**src/rtl/lsu_mem_port.sv**
```systemverilog
// lsu_mem_port: byte-addressed RISC-V load/store to word RAM (RMW sub-word stores, extended loads).
// Latency: load 3, SW 2, RMW SB/SH 4, error 1 cycle(s) from accept to resp_valid; one request at a time.
// Backpressure: req_ready only in IDLE; response is a single-cycle pulse with no backpressure.
// Optional feature: LSU_DIRECT_SUBWORD_EN (word-aligned SB/SH written directly with RAM lane enables).
module lsu_mem_port #(
  parameter int ADDRESS_WIDTH = 14
) (
  input  logic                     clk,
  input  logic                     rst_n,
  input  logic                     req_valid,
  output logic                     req_ready,
  input  logic                     req_we,
  input  logic [31:0]              req_addr,
  input  logic [2:0]               req_funct3,
  input  logic [31:0]              req_wdata,
  output logic                     resp_valid,
  output logic [31:0]              resp_rdata,
  output logic                     resp_err,
  output logic                     mem_wEn,
  output logic [ADDRESS_WIDTH-1:0] mem_addr,
  output logic [2:0]               mem_access_type,
  output logic [31:0]              mem_dataIn,
  input  logic [31:0]              mem_dataOut
);

  typedef enum logic [2:0] {
    S_IDLE,
    S_RD,
    S_DATA,
    S_WR,
    S_RESP
  } state_t;

  state_t state, state_nxt;

  // Captured request; the RAM side only ever sees these, never live req_* inputs.
  logic        cap_we;
  logic [31:0] cap_addr;
  logic [2:0]  cap_f3;
  logic [31:0] cap_wdata;
  logic        cap_direct;

  logic [31:0] wr_word;   // word presented on mem_dataIn during WR
  logic [31:0] rdata_q;
  logic        err_q;

  logic        accept;
  logic        req_illegal;
  logic        req_misal;
  logic        req_bad;
  logic        req_direct;
  logic [31:0] ld_data;
  logic [31:0] st_merge;
  logic        unused_addr_hi;

  assign accept = req_valid && req_ready;

  // Address bits above the RAM word address are deliberately dropped (addresses wrap).
  assign unused_addr_hi = ^cap_addr[31:ADDRESS_WIDTH+2];

  // Classify the incoming request: illegal funct3, misalignment, direct sub-word eligibility.
  always_comb begin
    req_illegal = 1'b0;
    req_misal   = 1'b0;
    req_direct  = 1'b0;
    if (req_we) begin
      req_illegal = !(req_funct3 == 3'b000 || req_funct3 == 3'b001 || req_funct3 == 3'b010);
    end else begin
      req_illegal = (req_funct3 == 3'b011) || (req_funct3[2:1] == 2'b11);
    end
    if (req_funct3[1:0] == 2'b01 && req_addr[0]) begin
      req_misal = 1'b1;
    end
    if (req_funct3 == 3'b010 && req_addr[1:0] != 2'b00) begin
      req_misal = 1'b1;
    end
`ifdef LSU_DIRECT_SUBWORD_EN
    req_direct = req_we && (req_funct3 == 3'b000 || req_funct3 == 3'b001) &&
                 (req_addr[1:0] == 2'b00);
`else
    req_direct = 1'b0;
`endif
  end

  assign req_bad = req_illegal || req_misal;

  // Lane extraction with sign/zero extension for loads, and lane merge for RMW stores.
  always_comb begin
    logic [7:0]  lane_b;
    logic [15:0] lane_h;
    lane_b   = mem_dataOut[{cap_addr[1:0], 3'b000} +: 8];
    lane_h   = mem_dataOut[{cap_addr[1], 4'b0000} +: 16];
    ld_data  = mem_dataOut;
    st_merge = mem_dataOut;
    case (cap_f3[1:0])
      2'b00: begin
        ld_data = {{24{lane_b[7] && !cap_f3[2]}}, lane_b};
        st_merge[{cap_addr[1:0], 3'b000} +: 8] = cap_wdata[7:0];
      end
      2'b01: begin
        ld_data = {{16{lane_h[15] && !cap_f3[2]}}, lane_h};
        st_merge[{cap_addr[1], 4'b0000} +: 16] = cap_wdata[15:0];
      end
      default: begin
        ld_data  = mem_dataOut;
        st_merge = cap_wdata;
      end
    endcase
  end

  // State register.
  always_ff @(posedge clk or negedge rst_n) begin
    if (!rst_n) begin
      state <= S_IDLE;
    end else begin
      state <= state_nxt;
    end
  end

  // Next-state and state-decoded outputs.
  always_comb begin
    state_nxt       = state;
    req_ready       = 1'b0;
    resp_valid      = 1'b0;
    mem_wEn         = 1'b0;
    mem_access_type = 3'b010;
    case (state)
      S_IDLE: begin
        req_ready = 1'b1;
        if (accept) begin
          if (req_bad) begin
            state_nxt = S_RESP;
          end else if (req_we && (req_funct3 == 3'b010 || req_direct)) begin
            state_nxt = S_WR;
          end else begin
            state_nxt = S_RD;
          end
        end
      end
      S_RD: begin
        state_nxt = S_DATA;
      end
      S_DATA: begin
        state_nxt = cap_we ? S_WR : S_RESP;
      end
      S_WR: begin
        mem_wEn = 1'b1;
        if (cap_direct) begin
          mem_access_type = cap_f3;
        end
        state_nxt = S_RESP;
      end
      S_RESP: begin
        resp_valid = 1'b1;
        state_nxt  = S_IDLE;
      end
      default: begin
        state_nxt = S_IDLE;
      end
    endcase
  end

  // Request capture, write-word build and response registers.
  always_ff @(posedge clk or negedge rst_n) begin
    if (!rst_n) begin
      cap_we     <= 1'b0;
      cap_addr   <= '0;
      cap_f3     <= 3'b000;
      cap_wdata  <= '0;
      cap_direct <= 1'b0;
      wr_word    <= '0;
      rdata_q    <= '0;
      err_q      <= 1'b0;
    end else begin
      case (state)
        S_IDLE: begin
          if (accept) begin
            cap_we     <= req_we;
            cap_addr   <= req_addr;
            cap_f3     <= req_funct3;
            cap_wdata  <= req_wdata;
            cap_direct <= req_direct && !req_bad;
            wr_word    <= req_wdata;
            if (req_bad) begin
              rdata_q <= '0;
              err_q   <= 1'b1;
            end
          end
        end
        S_DATA: begin
          if (cap_we) begin
            wr_word <= st_merge;
          end else begin
            rdata_q <= ld_data;
            err_q   <= 1'b0;
          end
        end
        S_WR: begin
          rdata_q <= '0;
          err_q   <= 1'b0;
        end
        default: begin
        end
      endcase
    end
  end

  assign mem_addr   = cap_addr[ADDRESS_WIDTH+1:2];
  assign mem_dataIn = wr_word;
  assign resp_rdata = rdata_q;
  assign resp_err   = err_q;

endmodule

```
**config.mk**
```make
export PLATFORM = sky130hd
export DESIGN_NAME = lsu_mem_port
export DESIGN_NICKNAME = d
export VERILOG_FILES = /design/src/rtl/lsu_mem_port.sv
export SDC_FILE = /design/constraint.sdc
export NUM_CORES = 1
export LEC_CHECK = 0
export ABC_CLOCK_PERIOD_IN_PS = 2500
export CAP_MARGIN = 20
export CORE_MARGIN = 4
export CORE_UTILIZATION = 49
export CTS_BUF_LIST = sky130_fd_sc_hd__clkbuf_4 sky130_fd_sc_hd__clkbuf_8
export DETAILED_ROUTE_END_ITERATION = 10
export GPL_TIMING_DRIVEN = 0
export PLACE_DENSITY = 0.82
export SYNTH_ARGS = -nofsm -noshare
export SYNTH_HDL_FRONTEND = slang
export SYNTH_SLANG_ARGS = --single-unit
```
**constraint.sdc**
```tcl
create_clock -name clk -period 2.5 [get_ports clk]
set_input_delay 0.375 -clock clk [delete_from_list [all_inputs] [get_ports clk]]
set_output_delay 0.375 -clock clk [all_outputs]
set_load 0.005 [all_outputs]
```
==> impl_metrics.ini, run 1 <==
[clock_tree]
worst_setup_hold_path_clk_slew_ps = 70
cts.sinks = 120
cts_root_buffer = clkbuf_8
clockBufferDepth = 2
cts_made_buffers = 17
htree_levels = 4
cts_tree = built
clk_latency_ps = 450

[floorplan]
die_x_um = 124
die_area_mm2 = 0.0154
num_rows = 42
start_util = 0.499
ios = 188
core_mm2 = 0.0132
die_y_um = 124

[drt]
remaining_drc_errors = 0
postRouteAntennaNets = 0
vias = 6400
wl_per_cell_um = 20.0
dr.pass1.iters = 5
drt_iter0_markers = 665
totalWireLength_um = 21800
via_per_inst = 5.87

[power]
leakagePower_nw = 4.01
power_density_mw_per_mm2 = 1280
peakVddDrop_mv = 0.718
power_mw = 11.6

[logic_synthesis]
synth-seq-cells = 120
synth.cell_area_mm2 = 0.00658
yosys_warnings = 0
synth.distinct_cells = 48
ys_seq_area_frac = 0.456
synthesis.instances = 713
synth_edf_count = 0
synth_flop_cell = dfrtp_1
async_flop_share = 1.00
avgSynthCellArea_um2 = 9.23

[finish]
layout_common_cells = nand2_1, clkdlybuf4s50_1, dfrtp_1
final_nets = 1012
final_area_mm2 = 0.00910
layout_commonest_cell = nand2_1
antennaDiodeCount = 0
syn2layout_area_growth_pct = 38.3
fillCellCount = 1013
drive_above_1_share = 0.121
instances_no_fill = 1091
fin_util = 0.690

[status]
outcome = completed

[timing]
slew_viol_final = 0
max_freq_ghz = 0.409
slew_headroom = 0.387
hold_violations = 0
fin_crit_ps = 2440
worst_pin_slew_ps = 914
finalCritPeriodShare = 0.977
fin_skew_ps = 14.8
setup_viol = 0

[worst_setup_path]
cp_num_buf_inv = 3
regToRegSetupSlack_ps = 60
worst-path-max-fanout = 12
path_class = flop to flop
path_delay_family = compound AO/OA/AOI/OAI gates
required_ps = 2820
rr_worst_depth = 8
worst_setup_path_end_kind = flop
critical_path.cell_chain = buf_4, clkinv_2, buf_4, ha_1, nor2_1, a211o_4, a221oi_4, o31ai_1
cpPeakStageDelay_ps = 430
reg2reg_from = cap_addr[1]
crit_top_cell = buf_4
cp_slowest_cell = a211o_4
cp.arrival_ps = 2760
regToRegEndpoint = mem_dataIn[2]
cp-start-kind = flop

[placed_design]
placedCellCount = 1059
place_hpwl_um = 16400
dpl-instance-area_mm2 = 0.00852
routabilityCongestion = 1.02
port_buffers = 168

[global_route]
grt_pass1_wl_um = 33400
overflow = 0
track_usage = 0.289
antenna_found_initial = 0
grt_max_degree = 67
grt_pass1_vias = 6036

[worst_hold_path]
hold_class = primary input to async pin

[flow_run]
drv_cap = 0
flip-flops by register name, summed over array words and instances (netlist names):
name	flops
resp_err	1
cap_f3	3
cap_wdata	32
resp_rdata	32
mem_dataIn	32
cap_we	1
cap_addr	16
state	3
layer usage:
layer  routed length, µm  vias to the layer above  GRT usage  part of all wire
met3                2340                       58     0.0727              0.11
met4                 792                        0      0.118             0.036
met1                9030                     3035      0.404              0.41
met5                   0                        -          0                 0
met2                9680                      377      0.432              0.44
li1                    -                     2930          -                 -
what timing repair did:
item / CTS / global route
setup endpoints to repair: 32 / 15
resized for setup: 17 / 12
pin swaps: 1 / 1
setup buffers: 0 / 1
hold buffers: 1 / 0
hold endpoints to repair: 54 / 0
power by group:
group	internal [mW]	total, mW	switching, mW
sequential	2.87	3.70	0.827
clock	1.09	1.88	0.790
combinational	2.97	6.04	3.07
total	6.93	11.6	4.69
layout make-up:
type	count	area (µm²)	share of cell area
inverter	12	46.3	0.00508
clock inverter	8	120	0.0132
tap	176	220	0.0242
timing repair buffer	171	1740	0.191
multi-input combinational	508	3250	0.357
clock buffer	22	297	0.0326
buffer	74	424	0.0466
sequential	120	3000	0.330
logic make-up after synthesis:
kind of cell / after synthesis / share of synthesized area
DFF: 120 / 0.456
AOI/OAI and AO/OA: 191 / 0.241
buffers and inverters: 86 / 0.0688
adders and majority gates: 5 / 0.00950
other: 2 / 0.00114
muxes: 10 / 0.0291
and+or+nand+nor: 299 / 0.195
cells in the mapped netlist, types with 4 or more instances:
cell type | instances | area share
a221o_1 | 32 | 0.049
buf_1 | 5 | 0.0029
buf_2 | 16 | 0.012
o21ai_0 | 4 | 0.0030
o31ai_1 | 16 | 0.018
nor2b_1 | 20 | 0.019
ha_1 | 5 | 0.0095
nor3_1 | 4 | 0.0030
nand2_1 | 194 | 0.11
o22ai_1 | 7 | 0.0067
buf_4 | 19 | 0.022
inv_1 | 10 | 0.0057
nor2_1 | 60 | 0.034
a22o_1 | 32 | 0.043
dfrtp_1 | 120 | 0.46
o211ai_1 | 24 | 0.027
mux4_2 | 7 | 0.024
clkbuf_1 | 28 | 0.016
a221oi_1 | 27 | 0.036
o2bb2ai_1 | 7 | 0.0093
a21oi_1 | 19 | 0.014
buf_6 | 5 | 0.0086
a221oi_2 | 5 | 0.011
a22oi_1 | 10 | 0.011
worst max-delay path by stage:
stage / startpoint / end / cells past startpoint
after floorplan: cap_addr[1] / mem_dataIn[15] / 8
after global placement: rst_n / cap_addr[13] / 1
after detailed placement: cap_addr[1] / mem_dataIn[2] / 8
after CTS: cap_addr[1] / mem_dataIn[2] / 8
after global routing: cap_addr[1] / mem_dataIn[4] / 8
final: cap_addr[1] / mem_dataIn[2] / 8
through the flow:
step	hold WS, ps	setup slack, ps	setup TNS (ps)
global placement	459	-3500	-429780
floorplan	79.4	172	0
CTS	445	33.2	0
global route	453	-7.56	-15.6
detailed placement	360	-441	-11390
finish	432	57.2	0
No activity file was read; power rests on OpenSTA's default activity.
==> run 2, diff against run 1 <==
--- a/config.mk
+++ b/config.mk
@@ -5,6 +5,7 @@
 export SDC_FILE = /design/constraint.sdc
 export NUM_CORES = 1
 export LEC_CHECK = 0
+export ABC_AREA = 1
 export ABC_CLOCK_PERIOD_IN_PS = 2500
 export CAP_MARGIN = 20
 export CORE_MARGIN = 4
@@ -12,7 +13,7 @@
 export CTS_BUF_LIST = sky130_fd_sc_hd__clkbuf_4 sky130_fd_sc_hd__clkbuf_8
 export DETAILED_ROUTE_END_ITERATION = 10
 export GPL_TIMING_DRIVEN = 0
-export PLACE_DENSITY = 0.82
+export PLACE_DENSITY = 0.81
 export SYNTH_ARGS = -nofsm -noshare
 export SYNTH_HDL_FRONTEND = slang
 export SYNTH_SLANG_ARGS = --single-unit
==> run 2 against run 1 <==
Effect of this change: power rose by 0.44%; clock power barely moved; clock-buffer cell count decreased by 2; critical path depth is 5 higher; sequential power shrank 7.0%; core utilization fell by 0.35 points; final cell count is 20% higher; synthesized cell count up 30%; first-iteration DRC count rose by 36%; worst hold slack lost 16 ps; routed wire length is 14% higher; non-clock buffer count decreased by 7; largest power group unchanged.
==> impl_metrics.ini, run 2 <==
[clock_tree]
cts_made_buffers = 17
cts_root_buffer = clkbuf_8
clockBufferDepth = 2
cts_tree = built
post-cts-setup-buffer-count = 0
worst_setup_hold_path_clk_slew_ps = 80
htree_levels = 4
clk_latency_ps = 450
cts.sinks = 120

[finish]
antennaDiodeCount = 0
fin_util = 0.687
drive_above_1_share = 0.0931
syn2layout_area_growth_pct = 35.1
layout_commonest_cell = nand2_1
layout_common_cells = nand2_1, clkdlybuf4s50_1, dfrtp_1
final_nets = 1223

[status]
outcome = completed

[timing]
setup_viol = 0
slew_headroom = 0.579
fin_crit_ps = 2340
slew_viol_final = 0
worst_pin_slew_ps = 632
hold_violations = 0
max_freq_ghz = 0.427
grt_setup_unrepaired = false
hold_ws_ps = 416
finalCritPeriodShare = 0.937
setup_tns_ps = 0
fin_skew_ps = 11.4

[floorplan]
ios = 188
start_util = 0.508
core_mm2 = 0.0135
num_rows = 42
die_area_mm2 = 0.0159
die_x_um = 126
die_y_um = 126

[logic_synthesis]
yosys.area_share.adder = 0.00915
synth-seq-cells = 120
avgSynthCellArea_um2 = 7.37
async_flop_share = 1.00
synth_top_family_by_area = simple AND/OR/NAND/NOR gates
yosysTopAreaCell = dfrtp_1
synthTopCellsByCount = nand2_1, dfrtp_1, nand3_1, a21oi_1, inv_1
synth.cell_area_mm2 = 0.00684
synth.distinct_cells = 32
synth_compound_area_frac = 0.152
synth_most_common_cell = nand2_1
synthTopCellsByArea = dfrtp_1, nand2_1, nand3_1, a21oi_1, o21ai_0
synth_mux_area_frac = 0.0280
ys_seq_area_frac = 0.439
synthSimpleGateAreaFrac = 0.265
yosys.area.top_type_share = 0.439
synth_edf_count = 0
synthesis.instances = 927
synth_xor_area_frac = 0
synth_flop_cell = dfrtp_1
yosys_warnings = 0

[global_route]
overflow = 0
grt_max_degree = 76
antenna_found_initial = 0
grt_pass1_vias = 7092
track_usage = 0.310
grt_pass1_wl_um = 38500

[placed_design]
port_buffers = 168
place_hpwl_um = 19000
routabilityCongestion = 0.976

[worst_setup_path]
cp_num_buf_inv = 6
rr_worst_depth = 13
cpPeakStageDelay_ps = 410
cp-start-kind = flop
required_ps = 2840
crit_top_cell = nand2_1
path_depth = 13
regToRegEndpoint = mem_dataIn[29]
worst_setup_path_end_kind = flop
path_delay_family = buffers and inverters
critical_path.cell_chain = buf_2, inv_1, clkbuf_4, buf_6, ha_1, inv_1, clkbuf_4, nand2_1, nor3_1, o21ai_0, nand3_1, nand2_1, nand2_1
reg2reg_from = cap_addr[0]
crit_end = mem_dataIn[29]
worst-path-max-fanout = 12
crit_start = cap_addr[0]
cp_slowest_cell = dfrtp_1
path_class = flop to flop
regToRegSetupSlack_ps = 160
cp.arrival_ps = 2690

[drt]
drt_iter0_markers = 907
via_per_inst = 5.57
vias = 7257
remaining_drc_errors = 0
dr.pass1.iters = 5
totalWireLength_um = 25000
postRouteAntennaNets = 0
wl_per_cell_um = 19.1

[power]
power_mw = 11.7
peakVddDrop_mv = 0.701
leakagePower_nw = 4.54
power_density_mw_per_mm2 = 1260

[flow_run]
drv_cap = 0

[worst_hold_path]
hold_class = primary input to async pin
## run 2: per-layer routing
metal / routed length [µm] / part of all wire / up-vias / GRT usage
li1: - / - / 3384 / -
met1: 10700 / 0.43 / 3393 / 0.429
met2: 11200 / 0.45 / 418 / 0.478
met3: 2250 / 0.090 / 62 / 0.0648
met4: 797 / 0.032 / 0 / 0.126
met5: 0 / 0 / - / 0
## run 2: worst min path at each step
stage / slack (ps) / to / cells past startpoint
2_1_floorplan: 80 / cap_addr[0] / 0
3_3_place_gp: 460 / mem_dataIn[4] / 2
3_5_place_dp: 320 / resp_rdata[9] / 1
4_1_cts: 410 / resp_rdata[9] / 2
5_1_grt: 460 / resp_rdata[9] / 2
6_report: 420 / resp_err / 2
## run 2: through the flow
stage / std cells / setup slack [ps] / cell area [µm²]
global placement: 1272 / -3670 / 8740
global route: 1304 / 46.6 / 9240
finish: 1304 / 156 / 9240
detailed placement: 1273 / -560 / 8770
floorplan: 928 / 321 / 6840
CTS: 1304 / 7.78 / 9210
## run 2: cells by family after synthesis
family | count (synthesis)
other cells | 2
flops | 120
compound gates | 198
simple gates | 424
fa+ha+maj | 5
buf+inv | 161
mux | 17
## run 2: timing repair
action,4_1_cts,5_1_grt
hold buffers,1,0
cloned,0,0
setup endpoints to repair,32,29
pin swaps,0,0
hold endpoints to repair,45,0
gates resized for setup,7,11
## run 2: where the power goes
part	total [mW]	internal (mW)	switching, mW
Sequential	3.44	2.84	0.605
Clock	1.86	1.03	0.832
Combinational	6.36	2.69	3.67
Total	11.7	6.56	5.11
## run 2: final cells by class
cell class	instances	area [µm²]
buffer	68	389
clock inverter	12	151
inverter	91	342
timing repair buffer	170	1720
sequential	120	3000
multi-input combinational	647	3150
tap	176	220
fill	1174	4210
clock buffer	20	263
==> run 3, diff against run 2 <==
--- a/config.mk
+++ b/config.mk
@@ -6,11 +6,12 @@
 export NUM_CORES = 1
 export LEC_CHECK = 0
 export ABC_AREA = 1
-export ABC_CLOCK_PERIOD_IN_PS = 2500
+export ABC_CLOCK_PERIOD_IN_PS = 2830
 export CAP_MARGIN = 20
 export CORE_MARGIN = 4
 export CORE_UTILIZATION = 49
 export CTS_BUF_LIST = sky130_fd_sc_hd__clkbuf_4 sky130_fd_sc_hd__clkbuf_8
+export CTS_CLUSTER_DIAMETER = 30
 export DETAILED_ROUTE_END_ITERATION = 10
 export GPL_TIMING_DRIVEN = 0
 export PLACE_DENSITY = 0.81
==> constraint.sdc (replaced) <==
create_clock -name clk -period 2.83 [get_ports clk]
set_input_delay 0.4245 -clock clk [delete_from_list [all_inputs] [get_ports clk]]
set_output_delay 0.4245 -clock clk [all_outputs]
set_load 0.005 [all_outputs]
==> run 3 against run 2 <==
Effect of this change: critical path depth is 1 lower; clock-buffer cell count unchanged; final cell count about the same; combinational power is 13% lower.
==> impl_metrics.ini, run 3 (same netlist as run 2, synthesis figures left out) <==
[drt]
via_per_inst = 5.55
wl_per_cell_um = 19.1
totalWireLength_um = 24900
dr.pass1.iters = 5
postRouteAntennaNets = 0
drt_iter0_markers = 752
vias = 7242
remaining_drc_errors = 0

[global_route]
grt_pass1_wl_um = 38500
grt_pass1_vias = 7088
track_usage = 0.310
antenna_found_initial = 0
overflow = 0
grt_max_degree = 76

[placed_design]
routabilityCongestion = 0.976
dpl-instance-area_mm2 = 0.00877
place_hpwl_um = 19000
port_buffers = 168

[power]
power_density_mw_per_mm2 = 1110
peakVddDrop_mv = 0.618
leakagePower_nw = 4.54
power_mw = 10.2

[clock_tree]
clk_latency_ps = 450
cts_tree = built
clockBufferDepth = 2
post-cts-setup-buffer-count = 0
cts_made_buffers = 17
worst_setup_hold_path_clk_slew_ps = 80
cts_root_buffer = clkbuf_8
htree_levels = 4
cts.sinks = 120

[status]
outcome = completed

[floorplan]
core_mm2 = 0.0135
die_area_mm2 = 0.0159
die_x_um = 126
ios = 188
start_util = 0.508
die_y_um = 126
num_rows = 42

[flow_run]
drv_cap = 0

[worst_setup_path]
worst-path-max-fanout = 12
required_ps = 3220
path_class = flop to flop
cp.arrival_ps = 3060
worst_setup_path_end_kind = flop
cp-start-kind = flop

[finish]
final_nets = 1224
final_area_mm2 = 0.00920
syn2layout_area_growth_pct = 34.6
antennaDiodeCount = 0
drive_above_1_share = 0.0903
layout_commonest_cell = nand2_1
layout_common_cells = nand2_1, clkdlybuf4s50_1, dfrtp_1

[timing]
max_freq_ghz = 0.376
setup_viol = 0
fin_skew_ps = 11.2
finalCritPeriodShare = 0.940
fin_crit_ps = 2660
grt_setup_unrepaired = false
worst_pin_slew_ps = 625
hold_violations = 0
setup_tns_ps = 0
slew_viol_final = 0
slew_headroom = 0.583
hold_ws_ps = 465

[worst_hold_path]
hold_class = primary input to async pin
-- run 3: changes by cell type in the layout (fill, tap and decap cells not counted), moves of 2 or more --
cell / delta
o21ai_0: +2
nor2_2: +2
ha_1: +2
clkbuf_2: +2
nor2_4: -2
-- run 3: final timing paths --
kind | slack, ps | cells after the start | startpoint | endpoint
worst max-delay path | 170 | 12 | cap_addr[0] | mem_dataIn[21]
worst min-delay path | 460 | 2 | rst_n | resp_err
worst max register to register | 170 | 12 | cap_addr[0] | mem_dataIn[21]
worst min register to register | 480 | 2 | mem_dataIn[1] | mem_dataIn[1]
max in group asynchronous | 1630 | 3 | rst_n | cap_wdata[26]
min in group clk | 480 | 2 | mem_dataIn[1] | mem_dataIn[1]
-- run 3: worst max-delay path, stage by stage (launching register included) --
cell	delay, ps
dfrtp_1	380
buf_2	220
inv_1	70
buf_2	200
clkbuf_4	240
ha_1	300
clkbuf_2	250
nand2_1	250
o21ai_0	330
nand2_1	120
nand3_1	100
nand3_1	70
nand2_1	70
-- run 3: metal layers --
layer | part of all wire | GRT usage | routed length (µm) | up-vias
met1 | 0.43 | 0.428 | 10600 | 3410
li1 | - | - | - | 3390
met4 | 0.034 | 0.126 | 845 | 0
met5 | 0 | 0 | 0 | -
met2 | 0.45 | 0.478 | 11100 | 382
met3 | 0.091 | 0.0648 | 2250 | 60
-- run 3: per-stage QoR --
step | utilization | setup WS (ps) | cells
after floorplan | - | 651 | 928
after global placement | 0.650 | -3390 | 1272
after detailed placement | 0.652 | -230 | 1273
after CTS | 0.684 | 85.5 | 1305
after global routing | 0.684 | 12.3 | 1305
final | 0.684 | 169 | 1305
-- run 3: final cells by class --
class	count	area, µm²
inverter	91	342
clock inverter	12	151
sequential	120	3000
clock buffer	20	263
buffer	69	385
timing repair buffer	170	1720
tap	176	220
multi-input combinational	647	3120
fill	1176	4250
-- run 3: timing repair --
action / CTS / global route
hold buffers: 1 / 0
pin swaps: 0 / 0
endpoints found under the hold margin: 45 / 0
resized for setup: 3 / 4
endpoints found under the setup margin: 15 / 11
-- run 3: report_power, final --
group	switching, mW	total (mW)	internal, mW	leakage [nW]
Clock	0.731	1.64	0.910	0.209
Combinational	3.21	5.54	2.33	2.84
Sequential	0.533	3.04	2.50	1.49
Total	4.48	10.2	5.74	4.54
